===== src/rtl/wm_cycle_scheduler.sv =====
// Two-machine washer scheduler that time-shares one drum motor.
// Each machine snapshots its phase times on start; a round-robin pointer arbitrates.
module wm_cycle_scheduler #(
    parameter int TW = 5
) (
    input  logic          clk,
    input  logic          rst_n,
    input  logic          tick,
    input  logic [1:0]    start,
    input  logic [1:0]    abort,
    input  logic [TW-1:0] wash,
    input  logic [TW-1:0] rinse,
    input  logic [TW-1:0] spin,
    output logic [1:0]    pending,
    output logic [1:0]    grant,
    output logic [1:0]    phase,
    output logic [TW-1:0] remaining,
    output logic [1:0]    done
);
    localparam int NUM_M = 2;

    typedef enum logic [1:0] {
        IDLE  = 2'b00,
        WASH  = 2'b01,
        RINSE = 2'b10,
        SPIN  = 2'b11
    } state_t;

    state_t        state, state_nx;
    logic          rr, rr_nx;
    logic [1:0]    grant_nx, pending_nx, done_nx, accept, elig;
    logic [TW-1:0] rem_nx;
    logic          own, win, advance;
    logic [TW-1:0] snap_w [NUM_M];
    logic [TW-1:0] snap_r [NUM_M];
    logic [TW-1:0] snap_s [NUM_M];

    // An abort in the same cycle beats a start for that machine.
    assign accept  = start & ~pending & ~grant & ~abort;
    assign own     = grant[1];
    assign advance = (remaining == '0) || (tick && remaining == TW'(1));
    assign phase   = state;

    always_ff @(posedge clk) begin
        for (int i = 0; i < NUM_M; i++) begin
            if (!rst_n) begin
                snap_w[i] <= '0;
                snap_r[i] <= '0;
                snap_s[i] <= '0;
            end else if (accept[i]) begin
                snap_w[i] <= wash;
                snap_r[i] <= rinse;
                snap_s[i] <= spin;
            end
        end
    end

    always_ff @(posedge clk) begin
        if (!rst_n) begin
            state     <= IDLE;
            rr        <= 1'b0;
            grant     <= '0;
            pending   <= '0;
            remaining <= '0;
            done      <= '0;
        end else begin
            state     <= state_nx;
            rr        <= rr_nx;
            grant     <= grant_nx;
            pending   <= pending_nx;
            remaining <= rem_nx;
            done      <= done_nx;
        end
    end

    always_comb begin
        state_nx   = state;
        rr_nx      = rr;
        grant_nx   = grant;
        rem_nx     = remaining;
        done_nx    = '0;
        pending_nx = (pending | accept) & ~abort;
        elig       = pending & ~abort;
        win        = elig[rr] ? rr : ~rr;

        case (state)
            IDLE: begin
                if (|elig) begin
                    state_nx = WASH;
                    grant_nx = win ? 2'b10 : 2'b01;
                    rem_nx   = snap_w[win];
                end
            end
            WASH: begin
                if (advance) begin
                    state_nx = RINSE;
                    rem_nx   = snap_r[own];
                end else if (tick) begin
                    rem_nx = remaining - TW'(1);
                end
            end
            RINSE: begin
                if (advance) begin
                    state_nx = SPIN;
                    rem_nx   = snap_s[own];
                end else if (tick) begin
                    rem_nx = remaining - TW'(1);
                end
            end
            SPIN: begin
                if (advance) begin
                    state_nx        = IDLE;
                    grant_nx        = '0;
                    rem_nx          = '0;
                    pending_nx[own] = 1'b0;
                    done_nx[own]    = 1'b1;
                    rr_nx           = ~own;
                end else if (tick) begin
                    rem_nx = remaining - TW'(1);
                end
            end
            default: state_nx = IDLE;
        endcase

        // Aborting the running machine overrides any advance decided above.
        if (|(abort & grant)) begin
            state_nx = IDLE;
            grant_nx = '0;
            rem_nx   = '0;
            done_nx  = '0;
            rr_nx    = ~own;
        end
    end
endmodule


===== config.mk =====
export PLATFORM = sky130hd
export DESIGN_NAME = wm_cycle_scheduler
export DESIGN_NICKNAME = d
export VERILOG_FILES = /design/src/rtl/wm_cycle_scheduler.sv
export SDC_FILE = /design/constraint.sdc
export NUM_CORES = 1
export LEC_CHECK = 0
export ABC_AREA = 1
export CAP_MARGIN = 20
export CORE_AREA = 2 2 71 73
export DETAILED_ROUTE_END_ITERATION = 6
export DIE_AREA = 0 0 73 75
export GPL_TIMING_DRIVEN = 0
export MAX_ROUTING_LAYER = met4
export PLACE_DENSITY = 0.77
export SYNTH_ARGS = -nofsm -noshare
export SYNTH_HDL_FRONTEND = slang
export SYNTH_SLANG_ARGS = --single-unit

===== constraint.sdc =====
create_clock -name clk -period 1.8 [get_ports clk]
set_clock_uncertainty 0.1 [all_clocks]
set_input_delay 0.36 -clock clk [delete_from_list [all_inputs] [get_ports clk]]
set_output_delay 0.36 -clock clk [all_outputs]
set_load 0.005 [all_outputs]

---- Word level (Yosys, flattened, before mapping) ----
Memory sizes are Yosys's and may differ from the RTL's. A register that Yosys moved wholly into a read port is not among the register bits.
Index checks and enable logic that the tools add are counted.
operators by class
  bitwise gates (word level) .............. 23
  $lt $le $gt $ge ......................... 3
  add/sub/neg operators ................... 1
  equal/unequal tests ..................... 8
  reductions and logical operators ........ 15
  multiplexer cells ....................... 41
operator list
  cell                                                         number
  two-way mux 5 bit                                            11
  case mux 5 bit (4 select lines)                              1
  two-way mux 1 bit                                            18
  two-way mux 2 bit                                            8
  AND 2 bit                                                    7
  inequality test 2 bit (second input constant)                4
  NOT 2 bit                                                    4
  case mux 2 bit (4 select lines)                              1
  bitwise OR 1 bit                                             6
  nonzero test 2 bit                                           3
  equality test 5 x 1 -> 1 bit (second input constant)         1
  zero test 5 bit                                              1
  NOT 1 bit                                                    5
  OR reduction 5 bit                                           1
  subtractor 5 x 1 -> 5 bit (second input constant)            1
  equality test 2 bit (second input constant)                  2
  less-than comparator 1 x 2 -> 1 bit (second input constant)  2
  case mux 2 bit (2 select lines)                              1
  AND reduction 4 bit                                          1
  OR reduction 2 bit                                           2
  AND reduction 3 bit                                          1
  OR reduction 3 bit                                           1
  equality test 2 x 1 -> 1 bit (second input constant)         1
  logical AND 1 bit                                            2
  other kinds (6)                                              6
word-level totals
  bits of input ports ..................... 22
  memories kept ........................... 3
  logic and storage cells ................. 100
  register bits after elaboration ......... 14
  bits in writable memories ............... 30
memory list
  memory  words  bits a word  read ports  clocked after Yosys merged registers in  wr ports  RTL line  RTL
  snap_r  2      5            1           1                                        2         35        logic [TW-1:0] snap_r [NUM_M];
  snap_s  2      5            1           1                                        2         36        logic [TW-1:0] snap_s [NUM_M];
  snap_w  2      5            1           0                                        2         34        logic [TW-1:0] snap_w [NUM_M];

---- Longest topological paths before layout ----
  word-level depth ........................ 10
  gate-level depth with buffers ........... 11
  depth with buffers taken out ............ 11

---- Least setup slack after synthesis ----
No wires, ideal clock.
  path type ............................... reg2reg
  start ................................... register state[0], in the netlist phase[0]
  end ..................................... register remaining[1]
  path slack .............................. 296 ps
  cell stages (with the launch flop) ...... 9
  setup time .............................. 119 ps
  buffers on the path ..................... 0
  arrival ................................. 1284 ps
  data required time ...................... 1581 ps
  clock period less this slack ............ 1504 ps
  cell sequence ........................... dfxtp_1 -> inv_1 -> ha_1 -> nor3_2 -> inv_1 -> nand3_1 -> nand2_1 -> nand2_1 -> a21oi_1
on the way
  word-level cells in the longest chain between the ends .. 2
ends and longest elaborated chain
  element                                                                          RTL line  RTL
  start, declared                                                                  29        state_t state, state_nx;
  start signal, assigned                                                           67        state <= state_nx;
  equality test 2 bit, or another cell as far along                                86        case (state)
  case mux 5 bit (4 select lines) / inequality test 2 bit (equally long branches)  --
  end signal, assigned                                                             71        remaining <= rem_nx;
  end, declared                                                                    17        output logic [TW-1:0] remaining,
Several ways; a longest one is shown, not always the timed one.
A chain may end at the register's enable or synchronous reset.

---- Worst setup path in the final report ----
  start ................................... register remaining[3]
  end ..................................... output port remaining[3]
No word-level cell between the ends.

==> run summary <==
The kind of end point of the critical path is an output pin. The library cell used most frequently in the layout, excluding fill and tap cells, is sky130_fd_sc_hd__nand2_1. Counting flops with a built-in enable in the synthesized netlist gives 30. The starting density of the core came out at 52.9%. The flip-flop and latch count after synthesis came out at 45. In this run the number of H-tree levels came out at 2. The number of sinks driven by the clock tree is 45.

The initial antenna violation count is 0. The dominant combinational cell family by area after synthesis is simple AND/OR/NAND/NOR gates. The arrival time of the worst setup path came out at ~1300 ps. The worst path buffer plus inverter count came out at 1. The fraction of layout instances using a drive strength above 1 came out at 12.1%. The maximum number of pins on one net before global-route repair came out at 16. The switching power share of the total came out at 39.9%. Port buffering added 34 buffers. By area the synthesized netlist is led by sky130_fd_sc_hd__edfxtp_1, sky130_fd_sc_hd__dfxtp_1, sky130_fd_sc_hd__nand2_1, sky130_fd_sc_hd__inv_1, sky130_fd_sc_hd__nor2_1. The met2 wire length came out at 2.53 mm. The delay contributed by the slowest stage of the critical path came out at 540 ps. The die covers 5480 µm².

The relative contribution of sequential cells to total power is between 30% and 40%. The top cell family by delay on the critical path is buffers and inverters. The filler cells instantiated in the layout total 390. The die height is 75 µm. The reported leakage power is 1.46 nW.

The first detailed-routing pass ran for 4 iterations. The clock edge transition at the registers on the reported setup and hold paths is 80 ps. The deepest clock path buffer count is 2. The adder-cell share of the synthesized area is 4.06%. At the end of routability-driven placement, the weighted congestion stood at ~0.9. The peak ir drop on the vdd network came out at 572 µV.

The tool flagged a number of max-cap violations equal to 0. The classification of the worst setup path is reg -> out. The number of warnings printed during yosys synthesis came out at 0. The total wire length came out at 5.07 mm. The area of the core came out at 4660 µm². The via count is 2030. After detailed routing, the wire length on met1 is 2.20 mm.

In the layout the commonest cells are sky130_fd_sc_hd__nand2_1, sky130_fd_sc_hd__inv_1, sky130_fd_sc_hd__nor2_1. The number of hold violations in the final report is 0. The worst-case hold slack came out at approximately 400 ps. The worst setup path is launched from a flip-flop. In this run the worst hold path is classified as reg -> reg. The initial DRC count is approximately 130.

The number of instances in the synthesized netlist is approximately 310. The remaining antenna violation count came out at 0. The total standard cell area after synthesis came out at 2470 µm². The fraction of the mapped netlist area in simple logic gates came out at 29.6%.

0 antenna diodes ended up in the layout. The routed length per placed instance is ~12 µm. Dividing the final minimum period by the clock period gives 96.3%.

The count of final max-slew check failures was 0. The HPWL after detailed placement is 3.59 mm. The internal power came out at 2.69 mW. In this run the biggest area consumer among cell types represents a little over a third of the synthesized area. The sequential-to-total area share from yosys stat is 48.7%. Setup repair after global routing left no endpoint under its margin. Among all flip-flop cells after synthesis, the most frequent one is sky130_fd_sc_hd__edfxtp_1.

The average instance in the mapped netlist occupies a little under 8 µm². The fraction of the mapped netlist area in compound gates is ~5.7%. The die width came out at 73 µm. The TritonCTS clock tree is yes.

Across all setup checks in the final design, the least slack found is around 66 ps. In this run the clock root is driven by a sky130_fd_sc_hd__clkbuf_8. Of the post-synthesis cell area, the part taken by muxes is 0%. The worst setup slack before clock tree synthesis came out at -349 ps. The total power density per cell area came out at roughly 1500 nW/µm². The slowest stage of the critical path is the sky130_fd_sc_hd__clkdlybuf4s50_1 cell. Detailed routing placed a total of 208 µm of wire on met3. At the later pin of the worst-skew pair, clock insertion delay measures 300 ps. In the final design database the tool counted around 390 nets. The share of flip-flops with an asynchronous set or reset after synthesis came out at 0%. The total number of placement rows came out at 25. The total routing resource utilization after global routing came out at 20.5%. The part of the total power dissipated in combinational logic is 46.1%. The slew at the pin closest to its max-slew limit is 411 ps. The largest fanout on the critical path came out at 5. The number of primary I/O pins came out at 35. The worst relative slew slack came out at between 70 and 80%. The flow ran to the end, and the final reports show no timing, DRC or antenna violations. The switching power is 1.78 mW. Traced cell by cell, the critical path runs through clkdlybuf4s50_1.

The first global-routing pass estimated about 8.2 mm of wire. After detailed routing, the number of vias per cell comes to 4.95. The number of nets produced by synthesis came out at ~340.

The number of global-route vias before repair is 1868. The number of design rule violations left after detail routing is 0. The relative area change from synthesis to final layout came out at 23.0%. After Yosys synthesis, XOR and XNOR cells account for 0.355% of the synthesized area. At the worst endpoint, the required time is 1340 ps. The number of unique standard cell types used by synthesis came out at 25. Timing would allow up to 577 MHz.

After global routing the overflow that remains totals 0. The cell type with the largest total area after synthesis is sky130_fd_sc_hd__edfxtp_1. The number of clock buffers added by TritonCTS is 5.

After layout, the minimum clock period comes to roughly 1700 ps. The number of failing setup endpoints in the final timing report is 0. Routed signal wires occupy layers up through met4. The clock network fraction of total power is 20.3%.

The count of hold-fix buffers inserted at cts came out at 0.
stage by stage:
stage	cells	total power, mW	instance area, µm²	util, %	TNS [ps]
global route	410	4.79	3030	65.1	0
floorplan	314	2.93	2470	-	0
detailed placement	402	3.52	2880	61.7	-14930
CTS	410	4.42	3020	64.7	0
finish	410	4.48	3030	65.1	0
global placement	402	3.49	2880	61.7	-14080
metal layers:
layer,global-route usage [%],up-vias
li1,-,1043
met1,24.5,923
met2,33.9,52
met3,3.61,12
met4,9.05,0
met5,-,-
worst min-delay path, cell delays in order (launching register included):
cell and delay (ps):
sky130_fd_sc_hd__dfxtp_1 340, sky130_fd_sc_hd__nand2_1 70, sky130_fd_sc_hd__a21oi_1 60
power by group through the flow:
stage                     logic [mW]  clock network, mW  registers, mW
final                           2.07              0.907           1.50
after global routing            2.31              0.941           1.53
after CTS                       2.03              0.900           1.49
after detailed placement        2.00                  0           1.51
after global placement          1.98                  0           1.51
after floorplan                 1.46                  0           1.47
final timing paths:
| path | from | endpoint | slack [ps] | cells after the start |
|---|---|---|---|---|
| max reg2reg | phase[0] | phase[0] | 140 | 6 |
| max | remaining[3] | remaining[3] | 70 | 1 |
| min | grant[0] | grant[0] | 400 | 2 |
| min reg2reg | grant[0] | grant[0] | 400 | 2 |
flip-flops by register name, summed over array words and instances (netlist names), named ones only:
name	flops
snap_s	10
done	2
pending	2
phase	2
grant	2
rr	1
remaining	5
snap_w	10
snap_r	10
kinds of logic (layout without fill, tap and decap cells):
group,Yosys count,in the layout
compound gates,25,25
flops,45,45
simple gates,160,160
fa+ha+maj,8,8
buf+inv,75,117
xor+xnor,1,1
cells in the mapped netlist, types with 2 or more instances:
cell type and count:
sky130_fd_sc_hd__a21oi_1 10, sky130_fd_sc_hd__and3_1 2, sky130_fd_sc_hd__buf_2 4, sky130_fd_sc_hd__dfxtp_1 15, sky130_fd_sc_hd__edfxtp_1 30, sky130_fd_sc_hd__ha_1 8, sky130_fd_sc_hd__inv_1 68, sky130_fd_sc_hd__inv_2 3
sky130_fd_sc_hd__nand2_1 72, sky130_fd_sc_hd__nand2_2 4, sky130_fd_sc_hd__nand2_4 2, sky130_fd_sc_hd__nand3_1 25, sky130_fd_sc_hd__nand3b_1 4, sky130_fd_sc_hd__nor2_1 37, sky130_fd_sc_hd__nor2_2 4, sky130_fd_sc_hd__nor3_1 3
sky130_fd_sc_hd__o21ai_0 6, sky130_fd_sc_hd__o21ai_1 7, sky130_fd_sc_hd__or2_2 4
layout make-up:
| type | instances | area (µm²) | area share (%) |
|---|---|---|---|
| plain buffers | 4 | 22.5 | 0.742 |
| repair buffers | 34 | 340 | 11.2 |
| well taps | 54 | 67.6 | 2.23 |
| multi-input cells | 194 | 996 | 32.8 |
| flip-flops and latches | 45 | 1210 | 39.8 |
| clock buffers | 5 | 68.8 | 2.27 |
| clock inverters | 3 | 65.1 | 2.14 |
| inverters | 71 | 267 | 8.78 |
what timing repair did:
action | in CTS | in global routing
setup buffers | 0 | 0
pin swaps | 0 | 0
setup endpoints to repair | 21 | 15
gates resized for setup | 3 | 8
gates cloned | 0 | 0
endpoints found under the hold margin | 0 | 0
No activity file was read; power rests on OpenSTA's default activity.
